### config.mk
export PLATFORM = sky130hd
export DESIGN_NAME = pipe_stage_skid_reg
export DESIGN_NICKNAME = d
export VERILOG_FILES = /design/src/rtl/pipe_pkg.sv /design/src/rtl/pipe_entry_reg.sv /design/src/rtl/pipe_stage_skid_reg.sv
export SDC_FILE = /design/constraint.sdc
export NUM_CORES = 1
export LEC_CHECK = 0
export CORE_MARGIN = 1.5
export CORE_UTILIZATION = 25
export CTS_CLUSTER_DIAMETER = 200
export DETAILED_ROUTE_END_ITERATION = 16
export PLACE_DENSITY_LB_ADDON = 0.1
export SYNTH_ARGS = -nofsm -noshare
export SYNTH_HDL_FRONTEND = slang
export SYNTH_SLANG_ARGS = --single-unit
export TNS_END_PERCENT = 100
### constraint.sdc
create_clock -name clk -period 3 [get_ports clk]
set_clock_uncertainty 0.1 [all_clocks]
set_input_delay 0.9 -clock clk [delete_from_list [all_inputs] [get_ports clk]]
set_output_delay 0.9 -clock clk [all_outputs]
set_load 0.05 [all_outputs]
### src/rtl/pipe_pkg.sv
// Shared types for the pipeline-stage register: FSM state encoding and the
// control value that marks a bubble.
package pipe_pkg;

   typedef enum logic [1:0] {
      ST_EMPTY,
      ST_BUSY,
      ST_FULL
   } state_t;

   // Replicated to CTRL_W bits wherever a bubble is inserted
   localparam logic CTRL_BUBBLE = 1'b0;

endpackage

### src/rtl/pipe_entry_reg.sv
// One storage entry (valid + payload + control) of a pipeline stage.
// Clear kills the entry with a zero-control bubble while the payload keeps its last value.
module pipe_entry_reg
   import pipe_pkg::*;
#(
   parameter int DATA_W = 32,
   parameter int CTRL_W = 5
) (
   input  logic              clk,
   input  logic              reset,
   input  logic              load,
   input  logic              clear,
   input  logic [DATA_W-1:0] load_data,
   input  logic [CTRL_W-1:0] load_ctrl,
   output logic              valid,
   output logic [DATA_W-1:0] data,
   output logic [CTRL_W-1:0] ctrl
);

   always_ff @(posedge clk) begin
      if (reset) begin
         valid <= 1'b0;
         data  <= '0;
         ctrl  <= {CTRL_W{CTRL_BUBBLE}};
      end else if (clear) begin
         valid <= 1'b0;
         ctrl  <= {CTRL_W{CTRL_BUBBLE}};
      end else if (load) begin
         valid <= 1'b1;
         data  <= load_data;
         ctrl  <= load_ctrl;
      end
   end

endmodule

### src/rtl/pipe_stage_skid_reg.sv
// Pipeline-stage register with valid/ready handshake, synchronous flush, an
// optional skid entry for a registered in_ready, and a saturating stall counter.
module pipe_stage_skid_reg
   import pipe_pkg::*;
#(
   parameter int DATA_W = 32,
   parameter int CTRL_W = 5,
   parameter int SKID   = 1,
   parameter int CNT_W  = 16
) (
   input  logic              clk,
   input  logic              reset,
   input  logic              flush,
   input  logic              in_valid,
   output logic              in_ready,
   input  logic [DATA_W-1:0] in_data,
   input  logic [CTRL_W-1:0] in_ctrl,
   output logic              out_valid,
   input  logic              out_ready,
   output logic [DATA_W-1:0] out_data,
   output logic [CTRL_W-1:0] out_ctrl,
   output logic [CNT_W-1:0]  stall_cnt
);

   localparam logic [CNT_W-1:0] CNT_MAX = '1;

   state_t state;
   state_t next_state;

   logic              in_fire;
   logic              main_load;
   logic              main_clear;
   logic              skid_load;
   logic              skid_clear;
   logic              skid_valid;
   logic [DATA_W-1:0] skid_data;
   logic [CTRL_W-1:0] skid_ctrl;
   logic [DATA_W-1:0] main_src_data;
   logic [CTRL_W-1:0] main_src_ctrl;

   assign in_fire = in_valid && in_ready;

   always_ff @(posedge clk) begin
      if (reset) begin
         state <= ST_EMPTY;
      end else begin
         state <= next_state;
      end
   end

   // A flush overrides the handshake; the downstream side of a flush cycle
   // still completes because main is simply dropped afterwards.
   always_comb begin
      next_state = state;
      main_load  = 1'b0;
      main_clear = 1'b0;
      skid_load  = 1'b0;
      skid_clear = 1'b0;
      if (flush) begin
         next_state = ST_EMPTY;
         main_clear = 1'b1;
         skid_clear = 1'b1;
      end else begin
         case (state)
            ST_EMPTY: begin
               if (in_fire) begin
                  next_state = ST_BUSY;
                  main_load  = 1'b1;
               end
            end
            ST_BUSY: begin
               if (in_fire && out_ready) begin
                  main_load = 1'b1;
               end else if (in_fire) begin
                  next_state = ST_FULL;
                  skid_load  = 1'b1;
               end else if (out_ready) begin
                  next_state = ST_EMPTY;
                  main_clear = 1'b1;
               end
            end
            ST_FULL: begin
               if (out_ready) begin
                  next_state = ST_BUSY;
                  main_load  = 1'b1;
                  skid_clear = 1'b1;
               end
            end
            default: begin
               next_state = ST_EMPTY;
            end
         endcase
      end
   end

   // Skid is only occupied in FULL, so its valid bit selects the refill source
   assign main_src_data = skid_valid ? skid_data : in_data;
   assign main_src_ctrl = skid_valid ? skid_ctrl : in_ctrl;

   pipe_entry_reg #(
      .DATA_W (DATA_W),
      .CTRL_W (CTRL_W)
   ) u_main (
      .clk       (clk),
      .reset     (reset),
      .load      (main_load),
      .clear     (main_clear),
      .load_data (main_src_data),
      .load_ctrl (main_src_ctrl),
      .valid     (out_valid),
      .data      (out_data),
      .ctrl      (out_ctrl)
   );

   generate
      if (SKID == 1) begin : g_skid
         logic ready_q;

         pipe_entry_reg #(
            .DATA_W (DATA_W),
            .CTRL_W (CTRL_W)
         ) u_skid (
            .clk       (clk),
            .reset     (reset),
            .load      (skid_load),
            .clear     (skid_clear),
            .load_data (in_data),
            .load_ctrl (in_ctrl),
            .valid     (skid_valid),
            .data      (skid_data),
            .ctrl      (skid_ctrl)
         );

         // Resets high so the stage accepts in the very first cycle after reset
         always_ff @(posedge clk) begin
            if (reset) begin
               ready_q <= 1'b1;
            end else begin
               ready_q <= (next_state != ST_FULL);
            end
         end

         assign in_ready = ready_q && !flush && !reset;
      end else begin : g_noskid
         assign skid_valid = 1'b0;
         assign skid_data  = '0;
         assign skid_ctrl  = '0;
         assign in_ready   = (!out_valid || out_ready) && !flush && !reset;
      end
   endgenerate

   always_ff @(posedge clk) begin
      if (reset) begin
         stall_cnt <= '0;
      end else if (out_valid && !out_ready && (stall_cnt != CNT_MAX)) begin
         stall_cnt <= stall_cnt + 1'b1;
      end
   end

endmodule

==> load_flow_metrics.sql, run 1 <==
INSERT INTO impl_metrics (metric_group, metric, value, unit) VALUES
('outcome', 'result_of_the_run', 'complete, no violations', ''),
('global_routing', 'grt_max_degree', '85', ''),
('synthesis', 'synthArstFlopShare', '0', '%'),
('floorplan', 'die-height', '130', 'um'),
('global_routing', 'first_pass_grt_wire_length', '18300', 'um'),
('cts', 'tritoncts_buffer_count', '9', ''),
('power', 'vdd_drop_max', '0.000240', 'V'),
('layout', 'post_route_cells_drive_above_1_share', '8.35', '%'),
('run', 'maxCapViolCount', '0', ''),
('worst_setup_path', 'timing_worst_setup_path_type', 'primary input to primary output', ''),
('synthesis', 'synth_cell_types', '38', ''),
('worst_setup_path', 'timing.critical_path.buf_inv', '2', ''),
('sta', 'setup_ws', '0.193', 'ns'),
('worst_setup_path', 'crit_fanout', '3', ''),
('synthesis', 'number_of_warning_messages_in_the_yosys_log', '0', ''),
('cts', 'clkSlewWorstSetupHoldPaths', '0.06', 'ns'),
('layout', 'final_net_count', '589', ''),
('floorplan', 'fp.dieArea', '0.0169', 'mm^2'),
('cts', 'clockBufferDepth', '2', ''),
('sta', 'worst-slew-pin-transition', '0.949', 'ns'),
('synthesis', 'syn_area_per_cell', '8.79', 'um^2'),
('sta', 'worst_hold_slack_after_final_layout', '0.350', 'ns'),
('drt', 'route.vias.total', '3559', ''),
('drt', 'drt-initial-drc-count', '135', ''),
('worst_setup_path', 'cp_slowest_cell', 'sky130_fd_sc_hd__clkdlybuf4s50_1', ''),
('synthesis', 'syn_nets', '501', ''),
('drt', 'route.detailed.vias_per_inst', '4.64', ''),
('worst_setup_path', 'critical_path.max_stage_delay', '0.44', 'ns'),
('global_routing', 'grt_overflow', '0', ''),
('sta', 'timing.final.crit_share', '93.6', '%'),
('synthesis', 'mappedNetlistArea', '0.00403', 'mm^2'),
('power', 'power_density', '501', 'mW/mm^2'),
('power', 'leakage', '1.78', 'nW'),
('cts', 'cts-hold-fix-buffers', '0', ''),
('layout', 'multi_input_area', '0.00198', 'mm^2'),
('layout', 'fill_cells', '1637', ''),
('drt', 'drc_errors', '0', ''),
('global_routing', 'grt_usage', '14.1', '%'),
('drt', 'wl', '11500', 'um'),
('synthesis', 'primary_flip_flop_cell_chosen_by_synthesis_mapping', 'sky130_fd_sc_hd__dfxtp_1', ''),
('drt', 'dr.pass1.iters', '4', ''),
('worst_setup_path', 'worstPathRequired', '2.00', 'ns'),
('power', 'combPwrFrac', '12.3', '%'),
('global_routing', 'grt_antenna_before_repair', '0', ''),
('worst_hold_path', 'hp-class', 'register to register', ''),
('worst_setup_path', 'crit_path_cell_trace', 'clkdlybuf4s50_1 -> nor2_1 -> and2_1 -> buf_12', ''),
('sta', 'slew_headroom', '36.7', '%'),
('cts', 'cts_resized', '0', ''),
('cts', 'cts_tree', 'yes', ''),
('placement', 'preCtsSetupSlack', '0.0908', 'ns'),
('sta', 'fmax', '356', 'MHz'),
('placement', 'port-buffer-count', '96', ''),
('layout', 'antennaDiodeCount', '0', ''),
('cts', 'h-tree-depth', '3', ''),
('power', 'pwr-share-clk', '40.9', '%'),
('cts', 'clock_latency_reported_for_the_late_side_of_the_worst_skew_pair', '0.34', 'ns'),
('synthesis', 'synth_enable_flop_cells', '0', ''),
('cts', 'post_cts.repair.setup_buffers', '0', ''),
('synthesis', 'ys_ff_latch', '95', ''),
('power', 'power.share.sequential', '46.8', '%'),
('floorplan', 'chipWidth', '130', 'um'),
('cts', 'clock-root-buffer', 'sky130_fd_sc_hd__clkbuf_16', ''),
('sta', 'finalHoldViolCount', '0', ''),
('placement', 'dpl_cell_area', '0.00528', 'mm^2'),
('synthesis', 'synth.yosys.seq_area_share', '47.2', '%'),
('layout', 'syn_to_final_growth', '38.5', '%'),
('layout', 'sequential_cell_area', '0.00190', 'mm^2'),
('layout', 'stdcell_area', '0.00558', 'mm^2'),
('global_routing', 'via_count_of_the_first_global_routing_pass', '3504', ''),
('sta', 'rsz0062_at_grt', 'false', ''),
('sta', 'fin_tns_setup', '0', 'ns');
[cell usage after synthesis, types with 2 or more instances]
master / n / area share, %
sky130_fd_sc_hd__or2_2: 2 / 0.31
sky130_fd_sc_hd__nand2b_1: 3 / 0.47
sky130_fd_sc_hd__nand4_2: 2 / 0.62
sky130_fd_sc_hd__or4_1: 2 / 0.37
sky130_fd_sc_hd__o21ai_0: 9 / 1.1
sky130_fd_sc_hd__mux2i_1: 38 / 9.4
sky130_fd_sc_hd__and4b_1: 2 / 0.50
sky130_fd_sc_hd__nor4_1: 3 / 0.47
sky130_fd_sc_hd__nand4_1: 4 / 0.62
sky130_fd_sc_hd__nand2_1: 84 / 7.8
sky130_fd_sc_hd__buf_1: 2 / 0.19
sky130_fd_sc_hd__a211oi_1: 38 / 7.1
sky130_fd_sc_hd__buf_4: 2 / 0.37
sky130_fd_sc_hd__nor2b_1: 5 / 0.78
sky130_fd_sc_hd__buf_2: 13 / 1.6
sky130_fd_sc_hd__o31ai_1: 2 / 0.37
sky130_fd_sc_hd__and3_1: 2 / 0.31
sky130_fd_sc_hd__dfxtp_1: 95 / 47
sky130_fd_sc_hd__nor2_1: 8 / 0.75
sky130_fd_sc_hd__a21oi_1: 87 / 11
sky130_fd_sc_hd__and3b_1: 2 / 0.44
sky130_fd_sc_hd__and4_1: 2 / 0.44
sky130_fd_sc_hd__mux2_2: 3 / 0.84
sky130_fd_sc_hd__nor3_1: 2 / 0.25
sky130_fd_sc_hd__nand3_1: 6 / 0.75
sky130_fd_sc_hd__or3_1: 7 / 1.1
sky130_fd_sc_hd__clkbuf_1: 17 / 1.6
sky130_fd_sc_hd__inv_1: 4 / 0.37
sky130_fd_sc_hd__and2_1: 3 / 0.47
[tightest hold or removal path, cell delays in order, from the launching register on]
cell and delay (ns):
sky130_fd_sc_hd__dfxtp_1 0.31, sky130_fd_sc_hd__nand2_1 0.05, sky130_fd_sc_hd__a21oi_1 0.05
[through the flow]
stage                     total power, mW  instances
final                                2.79        767
after global routing                 2.92        767
after CTS                            2.85        767
after detailed placement             1.68        751
after global placement               1.68        751
after floorplan                      1.52        458
[cell type report]
class	count	share of cell area, %
clock buffer	14	5.09
clock inverter	2	0.224
inverter	4	0.269
multi-input combinational	325	35.4
sequential	95	34.1
tap	216	4.85
timing repair buffer	111	20.0
[kinds of logic (layout without fill, tap and decap cells)]
kind of cell | Yosys count | after routing | synth area share [%]
and+or+nand+nor | 142 | 142 | 17.3
adders and majority gates | 1 | 1 | 0.311
muxes | 41 | 41 | 10.3
DFF | 95 | 95 | 47.2
AOI/OAI and AO/OA | 141 | 141 | 20.7
buffers and inverters | 38 | 131 | 4.13
[layer usage]
| layer | vias to the layer above | global-route usage, % | share of wire, % |
|---|---|---|---|
| met5 | - | 0 | 0 |
| met4 | 0 | 3.92 | 1.1 |
| met3 | 9 | 4.80 | 5.3 |
| met2 | 70 | 23.9 | 49 |
| met1 | 1661 | 17.0 | 45 |
| li1 | 1819 | - | - |
[registers in the layout, indices dropped and copies added, names as in the netlist]
name,count
g_skid.ready_q,1
g_skid.u_skid.ctrl,5
g_skid.u_skid.data,32
g_skid.u_skid.valid,1
stall_cnt,16
state,2
u_main.ctrl,5
u_main.data,32
u_main.valid,1
[power by group through the flow]
stage               combinational, mW  clock (mW)  sequential (mW)
floorplan                       0.105           0             1.42
global placement                0.346           0             1.34
detailed placement              0.348           0             1.34
CTS                             0.349        1.19             1.31
global route                    0.369        1.24             1.31
finish                          0.344        1.14             1.31
[cell usage in the layout, fill, tap and decap left out, drive strengths merged, types with 2 or more instances in the layout]
cell and n:
nor2b 5, and3 2, or3 7, nor4 4, nor2 8, nand4 6
a21oi 87, buf 17, a211oi 38, mux2i 38, nand2 84, nand3 6
and3b 2, clkbuf 14, and2 3, o21ai 9, nand2b 3, or4 2
or2 2, dfxtp 95, nor3 2, and4 2, o31ai 2, inv 4
mux2 3, clkdlybuf4s50 94, and4b 2
[worst paths after layout]
| kind | start | end | slack (ns) | depth (start not counted) |
|---|---|---|---|---|
| setup / recovery | flush | in_ready | 0.19 | 4 |
| hold / removal | g_skid.u_skid.data[13] | g_skid.u_skid.data[13] | 0.35 | 2 |
| setup reg to reg | stall_cnt[0] | stall_cnt[15] | 1.05 | 5 |
| hold reg to reg | g_skid.u_skid.data[13] | g_skid.u_skid.data[13] | 0.35 | 2 |
(Power assumes the default switching activity.)
==> run 2, diff against run 1 <==
ABC_CLOCK_PERIOD_IN_PS = 3000   (was unset)
==> results of run 2 <==
Same layout as run 1: the final DEF is identical, and so are final timing and power.
